$ cat config.mk
export PLATFORM = sky130hd
export DESIGN_NAME = fe_dispatch_ctrl_flat
export DESIGN_NICKNAME = d
export VERILOG_FILES = /design/src/rtl/pkg_dtypes.sv /design/src/rtl/fe_dispatch_ctrl_if.sv /design/src/rtl/fe_dispatch_euidx_alloc.sv /design/src/rtl/fe_dispatch_ctrl.sv /design/src/flat_wrapper.sv
export SDC_FILE = /design/constraint.sdc
export NUM_CORES = 1
export LEC_CHECK = 0
export ABC_AREA = 1
export CAP_MARGIN = 0
export CORE_ASPECT_RATIO = 1.4
export CORE_MARGIN = 2
export CORE_UTILIZATION = 43
export DETAILED_ROUTE_END_ITERATION = 7
export PLACE_DENSITY = 0.81
export REMOVE_ABC_BUFFERS = 1
export SYNTH_ARGS = -nofsm -noshare
export SYNTH_HDL_FRONTEND = slang
export SYNTH_SLANG_ARGS = --single-unit
$ cat constraint.sdc
create_clock -name clk -period 4.25 [get_ports clk]
set_input_delay 0.6375 -clock clk [delete_from_list [all_inputs] [get_ports clk]]
set_output_delay 0.6375 -clock clk [all_outputs]
set_load 0.1 [all_outputs]
$ cat src/rtl/pkg_dtypes.sv
// Shared front-end datatypes.
//   LOG2_NUM_EXEC_UNITS : width of an execution-unit index
//   type_iqueue_entry   : one renamed instruction as written into an EU issue queue
package pkg_dtypes;
  localparam int LOG2_NUM_EXEC_UNITS = 2;

  typedef struct packed {
    logic [6:0] opcode;
    logic [5:0] prd;
    logic [7:0] rob_idx;
  } type_iqueue_entry;
endpackage

$ cat src/rtl/fe_dispatch_ctrl_if.sv
// Rename -> dispatch -> EU queue handshake bundle.
//   master : the dispatch controller (takes batches, drives the dispatch bus)
//   slave  : the environment (rename + EU queues)
// Signals: batch_instr_i/batch_lane_valid_i/batch_valid_i/batch_ready_o (rename side),
//          flush_i, dispatched_instr_o/_valid_o/_alloc_euidx_o, eu_is_full_i (EU side),
//          retry_count_o (status).
interface fe_dispatch_ctrl_if #(
  parameter int N  = 4,
  parameter int LW = pkg_dtypes::LOG2_NUM_EXEC_UNITS
);
  localparam int NUM_EU = 2**LW;

  pkg_dtypes::type_iqueue_entry [N-1:0] batch_instr_i;
  logic [N-1:0]                         batch_lane_valid_i;
  logic                                 batch_valid_i;
  logic                                 batch_ready_o;
  logic                                 flush_i;
  pkg_dtypes::type_iqueue_entry [N-1:0] dispatched_instr_o;
  logic [N-1:0]                         dispatched_instr_valid_o;
  logic [N-1:0][LW-1:0]                 dispatched_instr_alloc_euidx_o;
  logic [NUM_EU-1:0]                    eu_is_full_i;
  logic [7:0]                           retry_count_o;

  modport master (
    input  batch_instr_i, batch_lane_valid_i, batch_valid_i, flush_i, eu_is_full_i,
    output batch_ready_o, dispatched_instr_o, dispatched_instr_valid_o,
           dispatched_instr_alloc_euidx_o, retry_count_o
  );

  modport slave (
    output batch_instr_i, batch_lane_valid_i, batch_valid_i, flush_i, eu_is_full_i,
    input  batch_ready_o, dispatched_instr_o, dispatched_instr_valid_o,
           dispatched_instr_alloc_euidx_o, retry_count_o
  );
endinterface

$ cat src/rtl/fe_dispatch_euidx_alloc.sv
// Round-robin EU allocation for one batch (combinational).
//   lane_valid  : per-lane valid
//   rr_ptr      : EU index given to the lowest valid lane
//   euidx       : per-lane EU index (0 on invalid lanes)
//   rr_ptr_next : rr_ptr advanced by the number of valid lanes
module fe_dispatch_euidx_alloc #(
  parameter int N  = 4,
  parameter int LW = 2
) (
  input  logic [N-1:0]         lane_valid,
  input  logic [LW-1:0]        rr_ptr,
  output logic [N-1:0][LW-1:0] euidx,
  output logic [LW-1:0]        rr_ptr_next
);
  // prefix[k] = rr_ptr + (valid lanes below k); LW-bit truncation gives the
  // modulo-NUM_EU wrap for free.
  logic [N:0][LW-1:0] prefix;

  assign prefix[0] = rr_ptr;

  for (genvar k = 0; k < N; k++) begin : g_lane
    assign prefix[k+1] = prefix[k] + LW'(lane_valid[k]);
    assign euidx[k]    = lane_valid[k] ? prefix[k] : '0;
  end

  assign rr_ptr_next = prefix[N];
endmodule

$ cat src/rtl/fe_dispatch_ctrl.sv
// Front-end dispatch controller: holds one renamed batch on the dispatch bus
// until no EU requests a retry, allocating EUs round-robin at capture.
//   clk, reset_n : clock, synchronous active-low reset
//   bus          : fe_dispatch_ctrl_if.master (batch in, dispatch bus out,
//                  per-EU retry in, saturating retry counter out)
module fe_dispatch_ctrl #(
  parameter int NUM_PARALLEL_INSTR_DISPATCHES = 4,
  parameter int LOG2_NUM_EXEC_UNITS           = pkg_dtypes::LOG2_NUM_EXEC_UNITS
) (
  input  logic               clk,
  input  logic               reset_n,
  fe_dispatch_ctrl_if.master bus
);
  localparam int N  = NUM_PARALLEL_INSTR_DISPATCHES;
  localparam int LW = LOG2_NUM_EXEC_UNITS;

  typedef enum logic {IDLE, HOLD} state_t;

  state_t                               state_q, state_d;
  logic [LW-1:0]                        rr_ptr, rr_ptr_next;
  logic [N-1:0][LW-1:0]                 alloc_euidx;
  pkg_dtypes::type_iqueue_entry [N-1:0] instr_q;
  logic [N-1:0]                         valid_q;
  logic [N-1:0][LW-1:0]                 euidx_q;
  logic [7:0]                           retry_q;
  logic                                 accepted, ready, capture, load;

  fe_dispatch_euidx_alloc #(.N(N), .LW(LW)) u_alloc (
    .lane_valid  (bus.batch_lane_valid_i),
    .rr_ptr      (rr_ptr),
    .euidx       (alloc_euidx),
    .rr_ptr_next (rr_ptr_next)
  );

  always_comb begin
    accepted = (state_q == HOLD) && !(|bus.eu_is_full_i);
    ready    = !bus.flush_i && ((state_q == IDLE) || accepted);
    capture  = bus.batch_valid_i && ready;
    // An all-invalid batch is consumed but never held.
    load     = capture && (|bus.batch_lane_valid_i);
    state_d  = state_q;
    if (bus.flush_i) begin
      state_d = IDLE;
    end else begin
      case (state_q)
        IDLE:    if (load) state_d = HOLD;
        HOLD:    if (accepted) state_d = load ? HOLD : IDLE;
        default: state_d = IDLE;
      endcase
    end
  end

  always_ff @(posedge clk) begin
    if (!reset_n) begin
      state_q <= IDLE;
      rr_ptr  <= '0;
      retry_q <= '0;
      instr_q <= '0;
      valid_q <= '0;
      euidx_q <= '0;
    end else begin
      state_q <= state_d;
      if (load) begin
        instr_q <= bus.batch_instr_i;
        valid_q <= bus.batch_lane_valid_i;
        euidx_q <= alloc_euidx;
      end
      // capture is never true with flush, so rr_ptr is stable across flushes.
      if (capture) rr_ptr <= rr_ptr_next;
      if ((state_q == HOLD) && !accepted && (retry_q != 8'hFF))
        retry_q <= retry_q + 8'd1;
    end
  end

  // Held registers are only exposed in HOLD so the bus reads as zero in IDLE.
  assign bus.batch_ready_o                  = ready;
  assign bus.dispatched_instr_o             = (state_q == HOLD) ? instr_q : '0;
  assign bus.dispatched_instr_valid_o       = (state_q == HOLD) ? valid_q : '0;
  assign bus.dispatched_instr_alloc_euidx_o = (state_q == HOLD) ? euidx_q : '0;
  assign bus.retry_count_o                  = retry_q;
endmodule
$ cat src/flat_wrapper.sv
// flat-port wrapper written by rule: the top's interface ports become plain ports
module fe_dispatch_ctrl_flat 
#(
  parameter int NUM_PARALLEL_INSTR_DISPATCHES = 4,
  parameter int LOG2_NUM_EXEC_UNITS           = pkg_dtypes::LOG2_NUM_EXEC_UNITS
)
  (clk, reset_n, bus_batch_instr_i, bus_batch_lane_valid_i, bus_batch_valid_i, bus_flush_i, bus_eu_is_full_i, bus_batch_ready_o, bus_dispatched_instr_o, bus_dispatched_instr_valid_o, bus_dispatched_instr_alloc_euidx_o, bus_retry_count_o);
  fe_dispatch_ctrl_if bus_i ();
  input  logic clk;
  input  logic reset_n;
  input wire logic [$bits(bus_i.batch_instr_i)-1:0] bus_batch_instr_i;
  input wire logic [$bits(bus_i.batch_lane_valid_i)-1:0] bus_batch_lane_valid_i;
  input wire logic [$bits(bus_i.batch_valid_i)-1:0] bus_batch_valid_i;
  input wire logic [$bits(bus_i.flush_i)-1:0] bus_flush_i;
  input wire logic [$bits(bus_i.eu_is_full_i)-1:0] bus_eu_is_full_i;
  output wire logic [$bits(bus_i.batch_ready_o)-1:0] bus_batch_ready_o;
  output wire logic [$bits(bus_i.dispatched_instr_o)-1:0] bus_dispatched_instr_o;
  output wire logic [$bits(bus_i.dispatched_instr_valid_o)-1:0] bus_dispatched_instr_valid_o;
  output wire logic [$bits(bus_i.dispatched_instr_alloc_euidx_o)-1:0] bus_dispatched_instr_alloc_euidx_o;
  output wire logic [$bits(bus_i.retry_count_o)-1:0] bus_retry_count_o;
  assign bus_i.batch_instr_i = bus_batch_instr_i;
  assign bus_i.batch_lane_valid_i = bus_batch_lane_valid_i;
  assign bus_i.batch_valid_i = bus_batch_valid_i;
  assign bus_i.flush_i = bus_flush_i;
  assign bus_i.eu_is_full_i = bus_eu_is_full_i;
  assign bus_batch_ready_o = bus_i.batch_ready_o;
  assign bus_dispatched_instr_o = bus_i.dispatched_instr_o;
  assign bus_dispatched_instr_valid_o = bus_i.dispatched_instr_valid_o;
  assign bus_dispatched_instr_alloc_euidx_o = bus_i.dispatched_instr_alloc_euidx_o;
  assign bus_retry_count_o = bus_i.retry_count_o;
  fe_dispatch_ctrl #(.NUM_PARALLEL_INSTR_DISPATCHES(NUM_PARALLEL_INSTR_DISPATCHES), .LOG2_NUM_EXEC_UNITS(LOG2_NUM_EXEC_UNITS)) u_core (.clk(clk), .reset_n(reset_n), .bus(bus_i));
endmodule
Word-level counts from Yosys, hierarchy flattened --
Cells that the tools add are included. W data, S select, Z words.
Storage, ports and cells: logic and storage cells 51, input port bits 96, register bits 107, output and inout bits 105
Operators by class: reduce and logical (&&, ||, !) cells 13, eq/ne operators 1, multiplexer cells 10, add/sub/neg operators 5, bitwise operators 2
Operators by type and width (count):
- $mux W84 | 1
- $add A2 B1 Y2 | 4
- $add A8 B1 Y8 const B | 1
- $mux W2 | 4
- $mux W8 | 1
- $ne A8 B8 Y1 const B | 1
- $reduce_or A4 Y1 | 2
- $logic_and A1 B1 Y1 | 6
- $mux W4 | 1
- $logic_not A1 Y1 | 3
- $mux W1 | 2
- $not A1 Y1 | 2
- $pmux W1 S2 | 1
- $reduce_or A2 Y1 | 1
- $logic_or A1 B1 Y1 | 1

Depth between registers and ports, before layout --
Gate-level depths: netlist of run 1.
depth in word-level cells 10, mapped depth 10, depth with buffers taken out 10

Hierarchy --
Synthesis of run 1 repeated with hierarchy kept, for this count alone.
Second synthesis, totals: cell total of the unflattened synthesis 934, area, all modules 5475.3 um^2
Modules (own cells, without submodules):
- fe_dispatch_ctrl | instances 1, area each 5297.6 um^2, cells an instance 905, seq. area each 2142.1 um^2
- fe_dispatch_euidx_alloc | instances 1, area each 177.7 um^2, cells an instance 29, seq. area each 0.0 um^2

Least setup slack after synthesis of run 1 --
Ideal clock, no wire load.
kind register to output, from register u_core.state_q, to output bus_dispatched_instr_o[42], path buffers 3, path slack 1.956 ns, stages on the path, launching flop included 6, required time 3.612 ns, arrival time 1.656 ns, cells stage by stage dfxtp_1 > buf_2 > clkbuf_1 > clkbuf_1 > nand2_1 > inv_1
On the way: word-level cells in the longest chain between the ends 1
Ends and longest elaborated chain:
- start: declaration | line fe_dispatch_ctrl.sv:19 | state_t state_q, state_d;
- start signal: assignment | line fe_dispatch_ctrl.sv:62 | state_q <= state_d;
- $mux W84 | line fe_dispatch_ctrl.sv:77 | assign bus.dispatched_instr_o = (state_q == HOLD) ? instr_q : '0;
- end: declaration | line flat_wrapper.sv:17 | output wire logic [$bits(bus_i.dispatched_instr_o)-1:0] bus_dispatched_instr_o;
Every way passes these cells.

Worst setup path in the final report of run 1 --
from register u_core.state_q, to output bus_dispatched_instr_alloc_euidx_o[1]
On the way: word-level cells in the longest chain between the ends 1
Ends and longest elaborated chain:
- $mux W8 | line fe_dispatch_ctrl.sv:79 | assign bus.dispatched_instr_alloc_euidx_o = (state_q == HOLD) ? euidx_q : '0;
- end: declaration | line flat_wrapper.sv:19 | output wire logic [$bits(bus_i.dispatched_instr_alloc_euidx_o)-1:0] bus_dispatched_instr_alloc_euidx_o;
Every way passes these cells.

==> results by group, run 1 <==
Run status
  • Outcome: finished clean

Setup path
  • WP data required: 3.61 ns
  • Data arrival time of the worst path: 2.81 ns
  • Max Fanout on Critical Path: 93
  • Setup crit start kind: flop
  • Setup crit start: u_core.state_q
  • Reg2reg start: u_core.state_q
  • CP Capture Type: primary output
  • Crit path kind: flop to primary output

Clocking
  • Total CTS buffers: 9
  • Max Buffers Root-to-Sink: 2
  • Later-pin clock latency in the skew report: 0.34 ns
  • Setup bufs post-CTS: 0
  • Clk root buf: clkbuf_16
  • PostCTS Resize Cnt: 0
  • Post-CTS Hold Buffers: 0
  • CTS sink count: 107
  • CTS tree: done
  • H-tree levels: 3
  • CTS clk-pin slew, worst paths: 0.06 ns

Cells and area
  • Commonest non-fill, non-tap cell in the layout: nor2_1
  • Final core utilization: 0.647
  • Final nets: 1001
  • # fillers: 954
  • Share of cells above drive strength 1: 0.0475
  • Final Cell Area: 7030 µm²
  • Synth-to-Final Area Change: 46.5%
  • # diodes: 0
  • Most frequent cells in the layout: nor2_1, clkdlybuf4s50_1, nand2_1
  • Finished Layout Cells: 1046

Placement
  • I/O Buffers: 200
  • Post-Place Worst Slack: 1.18 ns
  • Final GP Congestion: 0.837
  • Post-DP HPWL: 8470 µm
  • Placed Cells incl. Taps: 1030
  • DP Area: 6730 µm²

Routing
  • DR top layer: met4
  • Metal2 WL: 6220 µm
  • Detail Route Antenna Nets: 0
  • Met3 WL: 717 µm
  • Number of DRC markers in iteration 0: 196
  • DRC: 0
  • Total Wirelength: 12600 µm
  • Vias/cell: 4.69
  • Via count: 4910
  • DR WL/cell: 12.1 µm
  • Wl on met1: 5230 µm
  • DR pass1 iterations: 4

Timing
  • Setup TNS: 0 ns
  • Final WS setup: 0.801 ns
  • RSZ-0062 raised after global routing: false
  • Fin. Hold Viols: 0
  • Max Clock Freq: 0.290 GHz
  • Max_slew headroom: 0.284
  • Final period util: 0.812
  • Hold_ws: 0.465 ns
  • Final setup fails: 0
  • Final Max Tran Viols: 0
  • Worst-Margin Slew: 1.07 ns
  • Minimum clock period: 3.45 ns
  • Layout Skew: 0.00734 ns

Power and ir drop
  • Pwr dens: 324 nW/µm²
  • Peak supply drop: 182 µV
  • P_leak: 3.65 nW
  • Tot Pwr: 2.28 mW

GRT
  • Total overflow reported by the global router: 0
  • Vias in the first global route: 4345
  • Largest net degree at the start of global routing: 98
  • Initial antenna violation count: 0
  • Total GRT Usage: 0.204
  • Wire length of the first global-routing pass: 19900 µm

Die
  • Die H: 129 µm
  • Top Ports: 201
  • Core area: 10900 µm²
  • Initial core utilization: 0.442
  • Die area: 12000 µm²
  • DIE WIDTH: 93.3 µm
  • Site Rows: 45

Yosys
  • Synth Register Bits: 107
  • Synthesized cell area: 4800 µm²
  • Netlist cell types: 22
  • Syn Inst Count: 727
  • Yosys warning count: 0
  • Mean post-synth cell area: 6.60 µm²
  • Sequential cell area fraction in the yosys report: 0.446

Worst hold path
  • Hold crit path type: flop to flop
  • HP Start: u_core.euidx_q[3]

Job
  • # Max-Cap Violations: 0
==> cell families (layout without fill, tap and decap cells) <==
group | after synthesis | after routing | share of synthesized area
buffers and inverters | 155 | 333 | 0.137
adders and majority gates | 5 | 5 | 0.0130
DFF | 107 | 107 | 0.446
AOI/OAI and AO/OA | 110 | 110 | 0.115
xor gates and xnor gates | 5 | 5 | 0.00913
and+or+nand+nor | 345 | 345 | 0.280
==> worst max-delay path, stage by stage, from the launching register on <==
cell,delay (ns)
dfxtp_4,0.95
nand2_1,0.18
inv_1,0.09
clkdlybuf4s50_1,1.13
==> sequential cells by signal, summed over array words and instances (netlist names) <==
| signal | cells |
|---|---|
| u_core.euidx_q | 8 |
| u_core.instr_q | 84 |
| u_core.state_q | 1 |
| u_core.valid_q | 4 |
| u_core.rr_ptr | 2 |
| u_core.bus.retry_count_o | 8 |
==> power by group <==
part	leakage, nW	switching (mW)	internal (mW)	total, mW
registers	0.880	0.0403	1.07	1.11
clock network	0.143	0.355	0.473	0.828
logic	2.63	0.199	0.145	0.343
total	3.65	0.594	1.68	2.28
==> layer usage <==
layer / track usage / up-vias
met5: 0 / -
met4: 0.113 / 0
met1: 0.241 / 2204
li1: - / 2519
met2: 0.342 / 149
met3: 0.0468 / 38
==> layout make-up <==
class | instances | area (µm²) | share of cell area
Timing Repair Buffer | 204 | 1980 | 0.282
Inverter | 113 | 424 | 0.0603
Multi-Input combinational cell | 465 | 2000 | 0.285
Sequential cell | 107 | 2150 | 0.305
Clock buffer | 12 | 246 | 0.0351
Tap cell | 141 | 176 | 0.0251
Clock inverter | 4 | 48.8 | 0.00694
==> worst paths after layout <==
kind,endpoint,slack [ns],cells after the start
worst max-delay path,bus_dispatched_instr_alloc_euidx_o[1],0.80,3
worst min-delay path,u_core.euidx_q[3],0.47,2
worst max register to register,u_core.euidx_q[7],1.73,6
worst min register to register,u_core.euidx_q[3],0.47,2
==> cell usage after synthesis <==
| master | count | area share |
|---|---|---|
| xor2_1 | 3 | 0.0055 |
| nand3b_1 | 1 | 0.0016 |
| a21oi_1 | 19 | 0.020 |
| nand2_2 | 3 | 0.0039 |
| xnor2_1 | 2 | 0.0037 |
| nand3_1 | 10 | 0.010 |
| inv_2 | 1 | 0.00078 |
| nor3_1 | 1 | 0.0010 |
| o21ai_0 | 74 | 0.077 |
| dfxtp_1 | 107 | 0.45 |
| buf_6 | 6 | 0.014 |
| clkbuf_1 | 19 | 0.015 |
| ha_1 | 5 | 0.013 |
| nand2_1 | 142 | 0.11 |
| buf_1 | 2 | 0.0016 |
| nor2_1 | 186 | 0.15 |
| buf_2 | 10 | 0.010 |
| buf_4 | 5 | 0.0078 |
| inv_1 | 112 | 0.088 |
| nor2_4 | 1 | 0.0023 |
| nand3_4 | 1 | 0.0037 |
| o21ai_1 | 17 | 0.018 |
Power figures use the tool's default switching activity.
==> run 2: changes to the inputs <==
clock period = 3.2 ns   (was 4.25 ns; I/O delays follow)
==> run 2 against run 1 <==
- global-route usage up 0.61 points
- final area down 1.9%
- sequential cell count unchanged
- critical path type unchanged
- largest power group unchanged
==> results by group, run 2 (same netlist as run 1, synthesis figures left out) <==
Cells and area
  • Synth-to-Final Area Change: 43.8%
  • Largest register FFs: 84 (unchanged)
  • Commonest non-fill, non-tap cell in the layout: nor2_1
  • Final core utilization: 0.635 (-0.0121)
  • Multi-input gate area: 2000 µm² (unchanged)
  • Final nets: 1005 (+0.40%)
  • Share of cells above drive strength 1: 0.149 (+0.101)
  • Most flops, register: u_core.instr_q
  • Register area: 2150 µm² (unchanged)
  • # diodes: 0 (unchanged)
  • Final Cell Area: 6900 µm² (-1.9%)
  • # fillers: 999 (+4.7%)
  • Most frequent cells in the layout: nor2_1, nand2_1, inv_1

Power and ir drop
  • Peak supply drop: 276 µV (+52%)
  • Tot Pwr: 3.10 mW (+36%)
  • Pwr dens: 450 nW/µm² (+39%)
  • P_leak: 3.87 nW (+6.1%)

Setup path
  • Setup crit start kind: flop
  • CP Capture Type: primary output
  • Crit path max-delay family: buffers and inverters
  • Crit path kind: flop to primary output
  • CP cell instances: buf_4 -> nand2_1 -> inv_1 -> buf_4
  • Data arrival time of the worst path: 1.90 ns (-0.91 ns)
  • Worst stage delay on the critical path: 0.67 ns (-0.46 ns)
  • Reg2reg start: u_core.state_q
  • WP data required: 2.72 ns (-0.89 ns)
  • Critical path's most frequent cell: buf_4
  • Max Fanout on Critical Path: 42 (-55%)
  • Slowest CP cell: dfxtp_4
  • Setup crit start: u_core.state_q
  • Worst path bufs/invs: 3 (+1)

Clocking
  • H-tree levels: 3 (unchanged)
  • CTS clk-pin slew, worst paths: 0.06 ns (about the same)
  • Max Buffers Root-to-Sink: 2 (unchanged)
  • Clk root buf: clkbuf_16
  • PostCTS Resize Cnt: 0 (unchanged)
  • CTS sink count: 107 (unchanged)
  • Setup bufs post-CTS: 0 (unchanged)
  • Later-pin clock latency in the skew report: 0.34 ns (about the same)
  • Total CTS buffers: 9 (unchanged)
  • CTS tree: done
  • Post-CTS Hold Buffers: 0 (unchanged)

Die
  • Die area: 12000 µm² (unchanged)
  • Initial core utilization: 0.442 (unchanged)
  • Core area: 10900 µm² (unchanged)
  • Site Rows: 45 (unchanged)
  • DIE WIDTH: 93.3 µm (unchanged)
  • Top Ports: 201 (unchanged)
  • Die H: 129 µm (unchanged)

Routing
  • Vias/cell: 4.61 (-1.7%)
  • DR top layer: met4
  • Number of DRC markers in iteration 0: 315 (+61%)
  • Met3 WL: 700 µm (-2.4%)
  • Total Wirelength: 12800 µm (+0.95%)
  • DR WL/cell: 12.2 µm (+0.66%)
  • Detail Route Antenna Nets: 0 (unchanged)
  • Metal2 WL: 6450 µm (+3.6%)
  • DRC: 0 (unchanged)
  • Wl on met1: 5310 µm (+1.6%)
  • Via count: 4838 (-1.5%)
  • DR pass1 iterations: 4 (unchanged)

GRT
  • Initial antenna violation count: 0 (unchanged)
  • Total GRT Usage: 0.211 (+0.00613)
  • Vias in the first global route: 4311 (-0.78%)
  • Largest net degree at the start of global routing: 53 (-46%)
  • Total overflow reported by the global router: 0 (unchanged)
  • Wire length of the first global-routing pass: 20500 µm (+3.3%)

Placement
  • Post-Place Worst Slack: 0.795 ns (-0.383 ns)
  • Final GP Congestion: 0.832 (-0.61%)
  • I/O Buffers: 200 (unchanged)
  • Post-DP HPWL: 8800 µm (+3.9%)
  • DP Area: 6580 µm² (-2.3%)

Timing
  • Fin. Hold Viols: 0 (unchanged)
  • Max_slew headroom: 0.653 (+0.369)
  • Minimum clock period: 2.38 ns
  • Final Max Tran Viols: 0 (unchanged)
  • RSZ-0062 raised after global routing: false
  • Layout Skew: 0.00427 ns (-0.00308 ns)
  • Final period util: 0.743
  • Hold_ws: 0.464 ns (-0.00183 ns)
  • Final setup fails: 0 (unchanged)
  • Worst-Margin Slew: 0.519 ns (-0.555 ns)
  • Max Clock Freq: 0.421 GHz
  • Final WS setup: 0.823 ns (+0.0228 ns)

Worst hold path
  • HP Start: u_core.euidx_q[3]
  • Hold crit path type: flop to flop

Run status
  • Outcome: finished clean

Job
  • # Max-Cap Violations: 0 (unchanged)
## run 2: changes by cell type in the layout (fill, tap and decap cells not counted), sizes merged
| cell | before | now |
|---|---|---|
| clkbuf | 12 | 11 |
| buf | 22 | 114 |
| clkinv | 1 | 0 |
| bufinv | 1 | 2 |
| clkdlybuf4s50 | 182 | 94 |
## run 2: path summary, 6_finish.rpt
kind / to / slack [ns] / cells past startpoint
min reg2reg: u_core.euidx_q[3] / 0.46 / 2
max: bus_dispatched_instr_o[83] / 0.82 / 4
max reg2reg: u_core.instr_q[51] / 1.20 / 7
min: u_core.euidx_q[3] / 0.46 / 2
## run 2: routing by layer
layer / vias to the layer above / track usage
met5: - / 0
met4: 0 / 0.0787
met3: 27 / 0.0422
met2: 135 / 0.361
met1: 2150 / 0.260
li1: 2526 / -
## run 2: metrics by stage
step | cells | setup TNS [ns]
after floorplan | 685 | -21.12
after global placement | 1034 | 0
after detailed placement | 1034 | 0
after CTS | 1049 | 0
after global routing | 1049 | 0
final | 1049 | 0
## run 2: tightest hold or removal path, delay by kind of cell (launching register included)
family	cells	cell delay (ns)
AOI/OAI and AO/OA	1	0.05
DFF	1	0.31
and+or+nand+nor	1	0.06
## run 2: where the power goes
part	switching [mW]	internal (mW)	total, mW
clock	0.468	0.704	1.17
sequential	0.0467	1.42	1.46
combinational	0.273	0.195	0.468
total	0.787	2.32	3.10
## run 2: cell type report
type / instances / area share
inverters: 113 / 0.0615
clock buffers: 11 / 0.0352
flip-flops and latches: 107 / 0.311
multi-input cells: 465 / 0.290
well taps: 141 / 0.0256
repair buffers: 208 / 0.266
clock inverters: 4 / 0.0107
==> run 3: changes to the inputs <==
clock period = 2.45 ns   (was 3.2 ns; I/O delays follow)
==> run 3 against run 2 <==
- cell count about the same
- global-route usage rose by 1.8 points
- core utilization rose by 11 points
- register-to-register slack worse by 0.48 ns
- total power increased by 31%
- combinational power rose by 45%
- sequential power is 31% higher
- clock-buffer cell count grew 1
- largest power group unchanged
- highest routed layer unchanged
==> results by group, run 3 (same netlist as run 1, synthesis figures left out) <==
Setup path
  • Setup crit start: u_core.state_q
  • Slowest CP cell: dfxtp_4
  • Worst path bufs/invs: 3 (unchanged)
  • Crit path max-delay family: buffers and inverters
  • CP Capture Type: primary output
  • Worst stage delay on the critical path: 0.46 ns (-0.21 ns)
  • Crit path kind: flop to primary output
  • Reg2reg start: u_core.rr_ptr[0]
  • WP data required: 2.08 ns (-0.64 ns)
  • Setup crit start kind: flop
  • Data arrival time of the worst path: 1.68 ns (-0.22 ns)
  • Max Fanout on Critical Path: 44 (+4.8%)
  • CP cell instances: buf_4 -> nand2_1 -> inv_1 -> buf_12

Worst hold path
  • HP Start: u_core.valid_q[1]
  • Hold crit path type: flop to flop

Clocking
  • H-tree levels: 3 (unchanged)
  • CTS tree: done
  • PostCTS Resize Cnt: 0 (unchanged)
  • Total CTS buffers: 9 (unchanged)
  • Post-CTS Hold Buffers: 0 (unchanged)
  • Setup bufs post-CTS: 0 (unchanged)
  • CTS sink count: 107 (unchanged)
  • CTS clk-pin slew, worst paths: 0.07 ns (about the same)
  • Later-pin clock latency in the skew report: 0.34 ns (about the same)
  • Max Buffers Root-to-Sink: 2 (unchanged)
  • Clk root buf: clkbuf_16

Cells and area
  • # diodes: 0 (unchanged)
  • Commonest non-fill, non-tap cell in the layout: nor2_1
  • Final nets: 1005 (unchanged)
  • Most frequent cells in the layout: nor2_1, nand2_1, inv_1
  • Largest register FFs: 84 (unchanged)
  • Most flops, register: u_core.instr_q
  • Share of cells above drive strength 1: 0.150 (+0.000937)
  • # fillers: 802 (-20%)
  • Synth-to-Final Area Change: 69.1%

Timing
  • Fin. Hold Viols: 0 (unchanged)
  • Final period util: 0.836
  • RSZ-0062 raised after global routing: false
  • Final Max Tran Viols: 0 (unchanged)
  • Final setup fails: 0 (unchanged)
  • Layout Skew: 0.00334 ns (-0.000925 ns)
  • Minimum clock period: 2.05 ns
  • Max_slew headroom: 0.664 (+0.0111)
  • Worst-Margin Slew: 0.503 ns (-0.0160 ns)
  • Max Clock Freq: 0.488 GHz
  • Hold_ws: 0.463 ns (-0.000149 ns)

Routing
  • DR pass1 iterations: 5 (+1)
  • Total Wirelength: 13700 µm (+7.7%)
  • Detail Route Antenna Nets: 0 (unchanged)
  • Vias/cell: 4.73 (+2.5%)
  • Number of DRC markers in iteration 0: 248 (-21%)
  • DR WL/cell: 13.1 µm (+7.6%)
  • Via count: 4963 (+2.6%)
  • DRC: 0 (unchanged)

GRT
  • Total overflow reported by the global router: 0 (unchanged)
  • Vias in the first global route: 4730 (+9.7%)
  • Total GRT Usage: 0.229 (+0.0184)
  • Initial antenna violation count: 0 (unchanged)
  • Wire length of the first global-routing pass: 22200 µm (+8.1%)
  • Largest net degree at the start of global routing: 93 (+75%)

Die
  • Die area: 12000 µm² (unchanged)
  • Initial core utilization: 0.442 (unchanged)
  • Top Ports: 201 (unchanged)
  • DIE WIDTH: 93.3 µm (unchanged)
  • Die H: 129 µm (unchanged)
  • Core area: 10900 µm² (unchanged)
  • Site Rows: 45 (unchanged)

Power and ir drop
  • Peak supply drop: 327 µV (+18%)
  • P_leak: 4.14 nW (+7.0%)
  • Tot Pwr: 4.06 mW (+31%)
  • Pwr dens: 500 nW/µm² (+11%)

Job
  • # Max-Cap Violations: 0 (unchanged)

Placement
  • Final GP Congestion: 0.854 (+2.7%)
  • I/O Buffers: 200 (unchanged)
  • Post-DP HPWL: 9660 µm (+9.8%)

Run status
  • Outcome: finished clean
## run 3: where the power goes
part           internal [mW]  switching [mW]  leakage (nW)
logic                  0.299           0.379          3.11
registers               1.85          0.0550         0.880
clock network          0.848           0.628         0.153
## run 3: per-stage QoR
stage / setup slack (ns) / cells / util / TNS, ns / cell area, µm²
after floorplan: -1.04 / 685 / - / -143.84 / 4560
after global placement: 0.203 / 1034 / 0.718 / 0 / 7810
after detailed placement: 0.152 / 1034 / 0.718 / 0 / 7810
after CTS: 0.374 / 1050 / 0.747 / 0 / 8110
after global routing: 0.301 / 1050 / 0.747 / 0 / 8110
final: 0.402 / 1050 / 0.747 / 0 / 8110
## run 3: path summary, 6_finish.rpt
path	depth (start not counted)	to	slack (ns)
max reg2reg	8	u_core.rr_ptr[1]	0.72
max	4	bus_dispatched_instr_o[9]	0.40
min	2	u_core.valid_q[1]	0.46
min reg2reg	2	u_core.valid_q[1]	0.46
## run 3: final cells by class
cell class | instances | area (µm²) | area share
timing repair buffer | 208 | 3060 | 0.377
sequential | 107 | 2150 | 0.264
multi-input combinational | 465 | 2000 | 0.247
clock buffer | 12 | 256 | 0.0316
tap | 141 | 176 | 0.0217
inverter | 113 | 424 | 0.0523
clock inverter | 4 | 48.8 | 0.00601
## run 3: metal layers
layer | GRT usage | part of all wire | vias to the layer above
met5 | 0 | 0 | -
met4 | 0.0874 | 0.028 | 0
met3 | 0.0515 | 0.057 | 28
met2 | 0.408 | 0.53 | 158
met1 | 0.265 | 0.39 | 2248
li1 | - | - | 2529
## run 3: worst reg2reg max path: stages (launching register included)
cell      delay [ns]
dfxtp_1         0.32
ha_1            0.27
ha_1            0.28
ha_1            0.29
ha_1            0.21
nand3b_1        0.16
nand3_1         0.07
nand2_1         0.05
inv_1           0.04
